===== config.mk =====
export PLATFORM = sky130hd
export DESIGN_NAME = pc_sequencer
export DESIGN_NICKNAME = d
export VERILOG_FILES = /design/src/rtl/pc_seq_pkg.sv /design/src/rtl/pc_sequencer_ret_stack.sv /design/src/rtl/pc_sequencer.sv
export SDC_FILE = /design/constraint.sdc
export NUM_CORES = 1
export LEC_CHECK = 0
export CELL_PAD_IN_SITES_DETAIL_PLACEMENT = 0
export CELL_PAD_IN_SITES_GLOBAL_PLACEMENT = 2
export CORE_MARGIN = 3
export CORE_UTILIZATION = 13
export DETAILED_ROUTE_END_ITERATION = 7
export PLACE_DENSITY = 0.71
export SLEW_MARGIN = 40
export SYNTH_ARGS = -nofsm -noshare
export SYNTH_HDL_FRONTEND = slang
export SYNTH_SLANG_ARGS = --single-unit
export TNS_END_PERCENT = 50

===== constraint.sdc =====
create_clock -name clk -period 1.6 [get_ports clk]
set_input_delay 0.16 -clock clk [delete_from_list [all_inputs] [get_ports clk]]
set_output_delay 0.16 -clock clk [all_outputs]
set_load 0.01 [all_outputs]

===== src/rtl/pc_seq_pkg.sv =====
// Shared types for the program-counter sequencer: op codes, FSM states and
// the width of the post-redirect flush counter.
package pc_seq_pkg;

  typedef enum logic [2:0] {
    OP_NONE    = 3'd0,
    OP_JUMP    = 3'd1,
    OP_BRZ     = 3'd2,
    OP_BRNZ    = 3'd3,
    OP_CALL    = 3'd4,
    OP_RET     = 3'd5,
    OP_HALT    = 3'd6,
    OP_ILLEGAL = 3'd7
  } op_kind_e;

  typedef enum logic [1:0] {
    ST_RUN    = 2'd0,
    ST_FLUSH  = 2'd1,
    ST_HALTED = 2'd2,
    ST_FAULT  = 2'd3
  } seq_state_e;

  // FLUSH_CYCLES spans 1..3, so two bits are enough.
  localparam int FLUSH_CNT_W = 2;

  localparam int PC_W    = 8;
  localparam int DEPTH_W = 5;

endpackage


===== src/rtl/pc_sequencer_ret_stack.sv =====
// ret_stack: small LIFO of return addresses. Push wins over pop when both are
// asserted; overflow/underflow requests are ignored (the caller faults instead).
module ret_stack #(
  parameter int DEPTH = 4,
  parameter int W     = 8,
  parameter int DW    = 5
) (
  input  logic          clk,
  input  logic          sync_rst,
  input  logic          push,
  input  logic          pop,
  input  logic [W-1:0]  push_data,
  output logic [W-1:0]  top,
  output logic          full,
  output logic          empty,
  output logic [DW-1:0] depth
);

  localparam int IW = (DEPTH > 1) ? $clog2(DEPTH) : 1;

  logic [W-1:0]  mem_q [DEPTH];
  logic [W-1:0]  mem_d [DEPTH];
  logic [DW-1:0] depth_q, depth_d;
  logic [DW-1:0] top_idx;

  assign full    = (depth_q == DW'(DEPTH));
  assign empty   = (depth_q == '0);
  assign depth   = depth_q;
  assign top_idx = depth_q - DW'(1);
  assign top     = mem_q[top_idx[IW-1:0]];

  always_comb begin
    mem_d   = mem_q;
    depth_d = depth_q;
    if (push && !full) begin
      mem_d[depth_q[IW-1:0]] = push_data;
      depth_d                = depth_q + DW'(1);
    end else if (pop && !empty) begin
      depth_d = depth_q - DW'(1);
    end
  end

  // Entry contents need no reset: occupancy alone decides what is valid.
  always_ff @(posedge clk) begin
    if (sync_rst) begin
      depth_q <= '0;
    end else begin
      depth_q <= depth_d;
    end
    mem_q <= mem_d;
  end

endmodule


===== src/rtl/pc_sequencer.sv =====
// pc_sequencer: decodes control-flow ops into program-counter enable/overwrite
// controls, with flush bubbles after redirects. Optional return stack: PC_SEQ_RET_STACK_EN.
import pc_seq_pkg::*;

module pc_sequencer #(
  parameter int STACK_DEPTH  = 4,
  parameter int FLUSH_CYCLES = 1
) (
  input  logic         clk,
  input  logic         sync_rst,
  input  logic         clk_en,
  input  logic [7:0]   pc_current,
  input  logic         op_valid,
  input  logic [2:0]   op_kind,
  input  logic [7:0]   op_target,
  input  logic         flag_zero,
  input  logic         stall,
  input  logic         resume,
  output logic         pc_clk_en,
  output logic         pc_overwrite_en,
  output logic [7:0]   pc_overwrite_data,
  output logic         flush,
  output logic         halted,
  output logic         fault,
  output logic [4:0]   stack_depth
);

  seq_state_e             state_q, state_d;
  logic [FLUSH_CNT_W-1:0] flush_cnt_q, flush_cnt_d;
  op_kind_e               op;
  logic                   taken;
  logic [PC_W-1:0]        target;
  logic                   do_push, do_pop;
  logic [PC_W-1:0]        stack_top;
  logic                   stack_full, stack_empty;

`ifdef PC_SEQ_RET_STACK_EN
  ret_stack #(
    .DEPTH (STACK_DEPTH),
    .W     (PC_W),
    .DW    (DEPTH_W)
  ) u_ret_stack (
    .clk       (clk),
    .sync_rst  (sync_rst),
    .push      (do_push),
    .pop       (do_pop),
    .push_data (pc_current + 8'd1),
    .top       (stack_top),
    .full      (stack_full),
    .empty     (stack_empty),
    .depth     (stack_depth)
  );
`else
  localparam int unused_stack_depth = STACK_DEPTH;
  logic unused_pc;
  logic unused_push_pop;
  assign unused_pc       = ^pc_current;
  assign unused_push_pop = do_push ^ do_pop ^ stack_full ^ stack_empty ^ (^stack_top);
  assign stack_top       = '0;
  assign stack_full      = 1'b0;
  assign stack_empty     = 1'b1;
  assign stack_depth     = '0;
`endif

  assign op = op_kind_e'(op_kind);

  always_comb begin
    state_d           = state_q;
    flush_cnt_d       = flush_cnt_q;
    pc_clk_en         = 1'b0;
    pc_overwrite_en   = 1'b0;
    pc_overwrite_data = '0;
    do_push           = 1'b0;
    do_pop            = 1'b0;
    taken             = 1'b0;
    target            = '0;
    // Reset and a frozen clock both leave every control low and state held.
    if (!sync_rst && clk_en) begin
      case (state_q)
        ST_RUN: begin
          if (!stall) begin
            if (!op_valid) begin
              pc_clk_en = 1'b1;
            end else begin
              case (op)
                OP_NONE: pc_clk_en = 1'b1;
                OP_JUMP: begin taken = 1'b1; target = op_target; end
                OP_BRZ: begin
                  if (flag_zero) begin taken = 1'b1; target = op_target; end
                  else pc_clk_en = 1'b1;
                end
                OP_BRNZ: begin
                  if (!flag_zero) begin taken = 1'b1; target = op_target; end
                  else pc_clk_en = 1'b1;
                end
`ifdef PC_SEQ_RET_STACK_EN
                OP_CALL: begin
                  if (stack_full) state_d = ST_FAULT;
                  else begin do_push = 1'b1; taken = 1'b1; target = op_target; end
                end
                OP_RET: begin
                  if (stack_empty) state_d = ST_FAULT;
                  else begin do_pop = 1'b1; taken = 1'b1; target = stack_top; end
                end
`else
                OP_CALL: begin taken = 1'b1; target = op_target; end
                OP_RET:  state_d = ST_FAULT;
`endif
                OP_HALT: state_d = ST_HALTED;
                default: state_d = ST_FAULT;
              endcase
            end
            if (taken) begin
              pc_clk_en         = 1'b1;
              pc_overwrite_en   = 1'b1;
              pc_overwrite_data = target;
              state_d           = ST_FLUSH;
              flush_cnt_d       = FLUSH_CNT_W'(FLUSH_CYCLES);
            end
          end
        end
        ST_FLUSH: begin
          if (!stall) begin
            pc_clk_en = 1'b1;
            if (flush_cnt_q <= FLUSH_CNT_W'(1)) begin
              flush_cnt_d = '0;
              state_d     = ST_RUN;
            end else begin
              flush_cnt_d = flush_cnt_q - FLUSH_CNT_W'(1);
            end
          end
        end
        ST_HALTED: begin
          if (resume) state_d = ST_RUN;
        end
        default: ;
      endcase
    end
  end

  always_ff @(posedge clk) begin
    if (sync_rst) begin
      state_q     <= ST_RUN;
      flush_cnt_q <= '0;
    end else begin
      state_q     <= state_d;
      flush_cnt_q <= flush_cnt_d;
    end
  end

  assign flush  = (state_q == ST_FLUSH);
  assign halted = (state_q == ST_HALTED);
  assign fault  = (state_q == ST_FAULT);

endmodule


# --- Word level (Yosys, flattened, before mapping) ---
# Cells that the tools add are included.
op_classes:
  add_sub_neg: 1
  magnitude_cmp: 1
  n_eq_ne: 15
  n_mux: 39
  reduce_logical: 10
op_table:
  columns: ["operator", "n"]
  rows:
  - ["8-bit 2-to-1 mux", 7]
  - ["8-bit case mux with 3 select lines", 1]
  - ["2-bit 2-to-1 mux", 10]
  - ["1-bit 2-to-1 mux", 15]
  - ["2-bit != test (second input constant)", 4]
  - ["2-bit case mux with 2 select lines", 2]
  - ["8-bit AND reduction", 1]
  - ["3-bit by 2-bit equality test with 1-bit output (second input constant)", 2]
  - ["3-bit equality test (second input constant)", 2]
  - ["3-bit != test (second input constant)", 2]
  - ["1-bit case mux with 3 select lines", 2]
  - ["2-bit case mux with 3 select lines", 1]
  - ["5-bit AND reduction", 1]
  - ["5-bit OR reduction", 1]
  - ["2-bit equality test (second input constant)", 2]
  - ["3-bit by 1-bit equality test with 1-bit output (second input constant)", 1]
  - ["3-bit logical NOT", 1]
  - ["3-bit nonzero test", 1]
  - ["2-bit by 1-bit equality test with 1-bit output (second input constant)", 1]
  - ["2-bit by 1-bit <= comparator with 1-bit output (second input constant)", 1]
  - ["2-bit logical NOT", 1]
  - ["2-bit by 1-bit != test with 1-bit output (second input constant)", 1]
  - ["1-bit case mux with 2 select lines", 1]
  - ["2-bit nonzero test", 1]
  - ["other kinds (4)", 4]
word_totals:
  reg_bits: 4
  input_bits: 26
  output_inout_bits: 18
  elab_cells: 68

# --- Longest topological paths before layout ---
# Gate-level depths: netlist of run 1.
logic_depth:
  ltp_word: 11
  ltp_mapped: 7
  ltp_nobuf: 7

# --- Worst setup path before layout of run 1 ---
# OpenSTA, ideal clock, no wires.
synth_path:
  path_type: "reg-to-reg"
  from: "register state_q[0]"
  to: "register state_q[0]"
  setup_ps: 123
  arrival_time_ps: 1521
  t_required_ps: 1477
  slack_ps: -44
  stages_incl_launch_ff: 8
  path_buffers: 0
  synth_period_minus_slack_ps: 1644
  cell_sequence: "dfxtp_1 -> inv_1 -> ha_1 -> nor2b_1 -> nor3_1 -> nand4_1 -> a31oi_2 -> mux2_1"
synth_between:
  elab_chain_cells: 3
  elab_cells_between_ends: 12
synth_rtl:
  columns: ["item", "line", "text"]
  rows:
  - ["from (decl)", "pc_sequencer.sv:28", "seq_state_e state_q, state_d;"]
  - ["from (signal assigned)", "pc_sequencer.sv:146", "state_q <= state_d;"]
  - ["2-bit equality test *", null, null]
  - ["via halted", "pc_sequencer.sv:23", "output logic halted,"]
  - ["2-bit != test (no line) or 3-bit nonzero test (tied branches)", null, null]
  - ["8-bit AND reduction (no line)", null, null]
# Mark *: on every way through the listed nets, which the timed path passes. The rest lies on a longest branch.
# A chain may end at the register's enable or synchronous reset.

# --- Worst setup path after layout of run 1 ---
layout_path:
  from: "register state_q[0]"
  to: "register state_q[0]"
layout_between:
  elab_chain_cells: 3
  elab_cells_between_ends: 12
layout_rtl:
  columns: ["item", "line", "text"]
  rows:
  - ["2-bit by 1-bit equality test with 1-bit output (tied with other cells)", "pc_sequencer.sv:79", "case (state_q)"]
  - ["2-bit by 1-bit != test with 1-bit output (no line) (tied with other cells)", null, null]
  - ["8-bit AND reduction (no line)", null, null]
# Parallel ways exist; a longest one is shown, timed or not.

==> flow_metrics.py, run 1 <==
metrics = {
    "worst_hold_path": {
        "hold_path_class": "register to register",
        "hold_path.startpoint": "flush_cnt_q[1]$_SDFFE_PP0P_",
    },
    "setup_path": {
        "cp-startpoint": "state_q[0]$_SDFFE_PP0P_",
        "crit_chain": "buf_4 -> ha_2 -> nor3_2 -> nand4_1 -> a31oi_2 -> mux2_4",
        "cp_max_fo": 3,
        "endpoint_kind": "register",
        "crit_type": "register to register",
        "startpoint_type": "register",
        "cpPeakStageDelay_ns": 0.35,
        "arrival_ns": 1.74,
        "regToRegStartpoint": "state_q[0]$_SDFFE_PP0P_",
        "crit_family": "flip-flops",
        "crit_path_top_delay_cell": "dfxtp_4",
        "required_ns": 1.70,
        "crit_buf_inv": 1,
    },
    "clock_tree": {
        "cts_tree": "yes",
        "cts_inserted_buffers": 3,
        "clk_pin_slew_worst_paths_ns": 0.03,
        "htreeDepth": 1,
        "cts-root-buf": "clkbuf_8",
        "clock_latency_ns": 0.22,
        "cts.path.max_buffers": 2,
        "cts_num_sinks": 4,
    },
    "synthesis": {
        "yosysTopAreaCell": "dfxtp_1",
        "ys_seq_elements": 4,
        "yosys.area_share.adder_pct": 9.926,
        "synth.top_cell.area_share_pct": 15.88,
        "syn-instance-count": 67,
        "synth_area_leaders": "dfxtp_1, and2_1, ha_1",
        "synthMuxAreaShare_pct": 4.218,
        "syn-cell-area_um2": 504.2,
        "yosysSeqAreaShare_pct": 15.88,
        "yosysWarnings": 0,
        "synth-compound-area-share_pct": 19.35,
        "synth_xor_xnor_area_share_pct": 1.737,
        "synth_top_family_by_area": "simple AND/OR/NAND/NOR gates",
        "syn_avg_cell_area_um2": 7.526,
        "synthSimpleGateAreaFrac_pct": 34.00,
        "synth_cell_types": 28,
    },
    "outcome": {
        "failed_checks": "setup timing",
        "status": "finished, violations left",
    },
    "routing": {
        "first_pass_iters": 2,
        "initialDrtViolationCount": 2,
        "via_per_inst": 3.772,
        "wirelength_um": 1681,
        "drc": 0,
        "wl_per_cell_um": 9.830,
        "detail-route-antenna-nets": 0,
        "vias": 645,
    },
    "placement": {
        "placedInstanceArea_um2": 968.4,
        "hpwl_um": 1326,
        "dp_slack_ns": -0.5581,
        "gp_congestion": 0.7219,
        "numPortBuffers": 30,
        "dp.cells": 161,
    },
    "layout": {
        "nNetsFinal": 155,
        "area_growth_pct": 119.6,
        "stdcell_area_um2": 1107,
        "diodes": 0,
        "fin_util_pct": 30.02,
        "layout.cells.non_filler": 171,
        "drive_above_1_share_pct": 47.97,
    },
    "power": {
        "leakage_nw": 0.4929,
        "vdd_drop_max_mv": 0.3946,
        "powerDensity_nw_per_um2": 535.5,
    },
    "sta": {
        "fin_crit_sh_pct": 102.4,
        "maxSlewViolCount": 0,
        "skew_ns": 0.006048,
        "fmax_ghz": 0.6102,
        "period_needed_ns": 1.639,
        "hold_viol_final": 0,
        "rsz0062_at_grt": "true",
        "setup_violations": 1,
        "hold_ws_ns": 0.4556,
        "setup_ws_ns": -0.03887,
    },
    "grt": {
        "top_usage_layer": "met2",
        "met1_usage_pct": 6.244,
        "grt_pass1_wl_um": 2394,
        "grt_max_degree": 6,
        "grt_pass1_vias": 596,
        "grt_overflow": 0,
        "track_usage_pct": 6.988,
        "antenna_found_initial": 0,
        "grt.met3_usage_pct": 4.269,
        "use_met2_pct": 13.24,
    },
    "die": {
        "die_w_um": 68.28,
        "die_area_um2": 4662,
        "core.rowCount": 22,
        "coreArea_um2": 3689,
        "io_pins": 44,
        "initial_core_util_pct": 13.67,
        "die_h_um": 68.28,
    },
    "run": {
        "drv_cap": 0,
    },
}
[layout by cell type (no fill, tap or decap), drive strengths merged]
master and count:
o21ai 4, o31ai 1, dlygate4sd2 2, nor2 8, o221a 1, clkbuf 4, mux2 1, clkdlybuf4s50 13
xnor2 1, dfxtp 4, o211ai 1, nor4 1, nand2b 3, clkdlybuf4s15 4, buf 34, nor2b 1
ha 4, a31oi 2, inv 6, nand2 5, nand3 1, a21oi 3, nor3 3, nand4 1
mux2i 1, conb 5, and2 9
[flip-flops by register name, indices dropped and copies added, names as in the netlist]
| register | count |
|---|---|
| flush_cnt_q | 2 |
| state_q | 2 |
[layer usage]
metal / vias up / share of wire (%)
met1: 285 / 35
met5: - / 0
li1: 330 / -
met2: 30 / 51
met4: 0 / 0
met3: 0 / 14
[repair_timing]
item | in CTS | in global routing
endpoints found under the setup margin | 14 | 12
cloned | 1 | 0
pin swaps | 6 | 8
gates resized for setup | 54 | 22
hold buffers | 0 | 0
buffers inserted | 3 | 3
[path summary, 6_finish.rpt]
| kind | slack, ns | cells after the start | to |
|---|---|---|---|
| setup / recovery | -0.04 | 6 | state_q[0]$_SDFFE_PP0P_ |
| hold / removal | 0.46 | 2 | flush_cnt_q[1]$_SDFFE_PP0P_ |
| setup reg to reg | -0.04 | 6 | state_q[0]$_SDFFE_PP0P_ |
| hold reg to reg | 0.46 | 2 | flush_cnt_q[1]$_SDFFE_PP0P_ |
[cells by family after synthesis]
family,Yosys count
buffers and inverters,12
adders and majority gates,4
xor gates and xnor gates,1
DFF,4
muxes,2
and+or+nand+nor,31
AOI/OAI and AO/OA,12
other,1
[cells in the mapped netlist]
master,count
inv_1,6
and2_1,9
nor4_1,1
buf_4,5
a21oi_2,1
nand3_1,1
dfxtp_1,4
conb_1,1
xnor2_1,1
buf_6,1
o21ai_0,4
nand2_1,5
a31oi_1,1
nor2b_1,1
nor2_1,6
a21oi_1,2
nor3_2,1
o211ai_1,1
nor3_1,2
nand2b_1,3
ha_1,4
mux2i_1,1
a31oi_2,1
mux2_1,1
o221a_1,1
nor2_4,1
nand4_1,1
o31ai_4,1
[area by class of cell]
class	count	area [um^2]
repair buffers	54	432.9
multi-input cells	56	460.4
flip-flops and latches	4	87.58
well taps	48	60.06
inverters	6	25.02
fillers	407	2581
clock buffers	3	41.29
[per-stage QoR]
step	power [mW]	TNS (ns)
floorplan	0.2192	0
global placement	0.3309	-5.726
detailed placement	0.3327	-6.001
CTS	0.5618	-0.3900
global route	0.6300	-0.1549
finish	0.5930	-0.03887
[power by group]
group	total [mW]	switching, mW	internal, mW
logic	0.262	0.112	0.150
registers	0.118	0.00918	0.108
clock network	0.213	0.0530	0.160
[worst reg2reg max path, delay by kind of cell, from the launching register on]
| kind | cells | cell delay [ns] |
|---|---|---|
| AOI/OAI and AO/OA | 1 | 0.22 |
| adders and majority gates | 1 | 0.18 |
| buffers and inverters | 1 | 0.13 |
| DFF | 1 | 0.35 |
| muxes | 1 | 0.32 |
| and+or+nand+nor | 2 | 0.33 |
Power figures use the tool's default switching activity.
==> run 2: changes to the inputs <==
--- a/config.mk
+++ b/config.mk
@@ -10,6 +10,7 @@
 export CORE_MARGIN = 3
 export CORE_UTILIZATION = 13
 export DETAILED_ROUTE_END_ITERATION = 7
+export HOLD_SLACK_MARGIN = 0.03
 export PLACE_DENSITY = 0.71
 export SLEW_MARGIN = 40
 export SYNTH_ARGS = -nofsm -noshare
==> results of run 2 <==
Same layout as run 1: the final DEF is identical, and so are final timing and power.
==> run 3: changes to the inputs <==
--- a/config.mk
+++ b/config.mk
@@ -5,13 +5,14 @@
 export SDC_FILE = /design/constraint.sdc
 export NUM_CORES = 1
 export LEC_CHECK = 0
+export ABC_AREA = 1
 export CELL_PAD_IN_SITES_DETAIL_PLACEMENT = 0
 export CELL_PAD_IN_SITES_GLOBAL_PLACEMENT = 2
 export CORE_MARGIN = 3
-export CORE_UTILIZATION = 13
+export CORE_UTILIZATION = 12
 export DETAILED_ROUTE_END_ITERATION = 7
 export HOLD_SLACK_MARGIN = 0.03
-export PLACE_DENSITY = 0.71
+export PLACE_DENSITY = 0.7
 export SLEW_MARGIN = 40
 export SYNTH_ARGS = -nofsm -noshare
 export SYNTH_HDL_FRONTEND = slang
==> run 3 against run 2 <==
Against the previous run: the run still ends with setup timing left; sequential power down 11%; first-iteration DRC count increased to 8.0 times the previous value; total power fell by 16%; die area increased by 12%; global-route usage increased by 0.29 points; worst setup slack better by 0.023 ns; non-clock buffer count fell by 3; clock-buffer cell count did not move; register-to-register slack better by 0.09 ns; worst hold slack got worse by 0.0091 ns; sequential cell count did not move; synthesized cell count grew 36%; critical path type is now register to primary output.
==> flow_metrics.py, run 3 <==
metrics = {
    "grt": {
        "grt_overflow": 0,
        "grt_max_degree": 6,
        "use_met2_pct": 13.14,
        "met1_usage_pct": 7.622,
        "track_usage_pct": 7.275,
        "antenna_found_initial": 0,
        "grt_pass1_vias": 731,
        "grt.met3_usage_pct": 3.324,
        "grt_pass1_wl_um": 3042,
        "top_usage_layer": "met2",
    },
    "clock_tree": {
        "htreeDepth": 1,
        "clock_latency_ns": 0.21,
        "cts_inserted_buffers": 3,
        "cts_num_sinks": 4,
        "cts_tree": "yes",
        "hold_buffers": 0,
        "cts-root-buf": "clkbuf_8",
        "clk_pin_slew_worst_paths_ns": 0.03,
        "cts.path.max_buffers": 2,
    },
    "layout": {
        "drive_above_1_share_pct": 38.62,
        "diodes": 0,
        "area_growth_pct": 107.6,
        "fillCellCount": 459,
        "layout_common_cells": "buf_4, inv_1, nand2_1",
        "nNetsFinal": 177,
        "largest_registers": "flush_cnt_q (2), state_q (2)",
        "final_common_cell": "buf_4",
    },
    "die": {
        "die_h_um": 72.41,
        "die_area_um2": 5243,
        "initial_core_util_pct": 12.86,
        "die_w_um": 72.41,
        "core.rowCount": 23,
        "coreArea_um2": 4115,
        "io_pins": 44,
    },
    "power": {
        "pwr-share-comb_pct": 37.9,
        "clkPwrFrac_pct": 41.1,
        "swShare_pct": 27.52,
        "powerDensity_nw_per_um2": 456.1,
        "leakage_nw": 0.5953,
        "power_mw": 0.5011,
        "p_int_mw": 0.3632,
        "p_switching_mw": 0.1379,
        "seqPwrFrac_pct": 21.0,
        "vdd_drop_max_mv": 0.1845,
    },
    "synthesis": {
        "synth_flop_cell": "dfxtp_1",
        "synth_commonest_cells": "inv_1, nand2_1, nor2_1, nand3_1, buf_4",
        "yosysWarnings": 0,
        "yosysSeqAreaShare_pct": 15.13,
        "synthArstFlopShare_pct": 0,
        "synth_area_leaders": "inv_1, dfxtp_1, nand2_1",
        "synth_edf_count": 0,
        "yosysTopAreaCell": "inv_1",
        "synth.top_cell.area_share_pct": 16.31,
        "synth_cell_types": 20,
        "ys_seq_elements": 4,
        "synth.most_common_cell": "inv_1",
        "syn_avg_cell_area_um2": 5.816,
        "syn-cell-area_um2": 529.3,
        "syn-instance-count": 91,
    },
    "routing": {
        "first_pass_iters": 4,
        "via_per_inst": 3.790,
        "drc": 0,
        "wl_per_cell_um": 9.636,
        "detail-route-antenna-nets": 0,
        "vias": 739,
        "wirelength_um": 1879,
        "initialDrtViolationCount": 16,
    },
    "sta": {
        "fmax_ghz": 0.6187,
        "setup_violations": 4,
        "fin_tns_setup_ns": -0.04041,
        "skew_ns": 0.002344,
        "setup_ws_ns": -0.01633,
        "fin_crit_sh_pct": 101.0,
        "maxSlewViolCount": 0,
        "period_needed_ns": 1.616,
        "hold_viol_final": 0,
        "rsz0062_at_grt": "true",
    },
    "setup_path": {
        "reg2reg_depth": 10,
        "reg2reg_slack_ns": 0.05,
        "endpoint_kind": "primary output",
        "arrival_ns": 1.46,
        "crit_type": "register to primary output",
        "startpoint_type": "register",
        "regToRegStartpoint": "state_q[1]$_SDFFE_PP0P_",
        "cp_max_fo": 5,
        "required_ns": 1.44,
        "worstReg2RegEnd": "state_q[0]$_SDFFE_PP0P_",
    },
    "run": {
        "drv_cap": 0,
    },
    "worst_hold_path": {
        "hold_path.startpoint": "sync_rst",
        "hold_path_class": "input pin to register",
        "worstHoldPathCells": 3,
        "holdPathEnd": "flush_cnt_q[0]$_SDFFE_PP0P_",
    },
    "placement": {
        "numPortBuffers": 30,
        "hpwl_um": 1531,
        "gp_congestion": 0.8513,
    },
    "outcome": {
        "failed_checks": "setup timing",
        "status": "finished, violations left",
    },
}
## run 3: cell count changes after synthesis, moves of 2 or more
cell      delta
inv_1       +17
nand2b_1     -3
nor3_1       -2
nand3_1      +5
and2_1       -9
nand3_2      +3
nor2_1       +8
nand2_1     +10
## run 3: power groups by stage
stage / Sequential, mW / Combinational, mW / Clock (mW)
4_1_cts: 0.105 / 0.183 / 0.213
5_1_grt: 0.105 / 0.211 / 0.223
3_3_place_gp: 0.106 / 0.168 / 0
6_report: 0.105 / 0.190 / 0.206
3_5_place_dp: 0.106 / 0.168 / 0
2_1_floorplan: 0.106 / 0.0744 / 0
## run 3: layout make-up
class,count,area [um^2],area share [%]
clock buffer,3,41.29,3.759
sequential,4,82.58,7.517
multi-input combinational,64,414.1,37.70
tap,50,62.56,5.695
inverter,23,88.84,8.087
timing repair buffer,51,409.1,37.24
## run 3: metrics by stage
step / setup WS [ns] / instances / area [um^2] / util (%) / hold slack (ns)
final: -0.01633 / 195 / 1099 / 26.70 / 0.4465
after global routing: -0.1387 / 195 / 1099 / 26.70 / 0.4961
after CTS: -0.08205 / 194 / 1071 / 26.03 / 0.4446
after detailed placement: -0.5192 / 187 / 997.2 / 24.23 / 0.4735
after global placement: -0.4958 / 187 / 997.2 / 24.23 / 0.4577
after floorplan: 0.1075 / 95 / 544.3 / - / 0.2291
## run 3: metal layers
| layer | share of wire [%] | routed length, um |
|---|---|---|
| met5 | 0 | 0 |
| met4 | 0.90 | 17 |
| met3 | 11 | 206 |
| met2 | 47 | 879 |
| met1 | 41 | 777 |
## run 3: timing repair
action,in CTS,in global routing
pin swaps,8,3
cloned,1,0
resized for setup,59,12
endpoints found under the setup margin,13,14
setup buffers,3,1
## run 3: worst max-delay path by stage
stage | start | end | slack [ns] | cells after the start
5_1_grt | state_q[1]$_SDFFE_PP0P_ | pc_overwrite_data[0] | -0.14 | 8
6_report | state_q[1]$_SDFFE_PP0P_ | pc_overwrite_data[0] | -0.02 | 8
4_1_cts | clk_en | pc_clk_en | -0.08 | 7
3_5_place_dp | op_kind[1] | pc_overwrite_data[0] | -0.52 | 8
3_3_place_gp | op_kind[0] | pc_overwrite_data[3] | -0.50 | 8
2_1_floorplan | state_q[0]$_SDFFE_PP0P_ | pc_overwrite_data[0] | 0.11 | 6
## run 3: kinds of logic (layout without fill, tap and decap cells)
family                   count (synthesis)  count (layout)  share of synthesized area (%)
flip-flops                               4               4                          15.13
adder cells (fa/ha/maj)                  4               4                          9.457
AO/OA/AOI/OAI                           11              11                          12.29
buffers and inverters                   28              77                          23.40
other                                    1               5                         0.7085
AND/OR/NAND/NOR                         43              44                          39.01
## run 3: critical path, stage by stage, from the launching register on
cell     delay, ns
dfxtp_2       0.31
inv_2         0.07
ha_4          0.15
inv_4         0.04
nor4_4        0.14
buf_4         0.17
nand3_4       0.11
nor2_2        0.12
buf_2         0.13
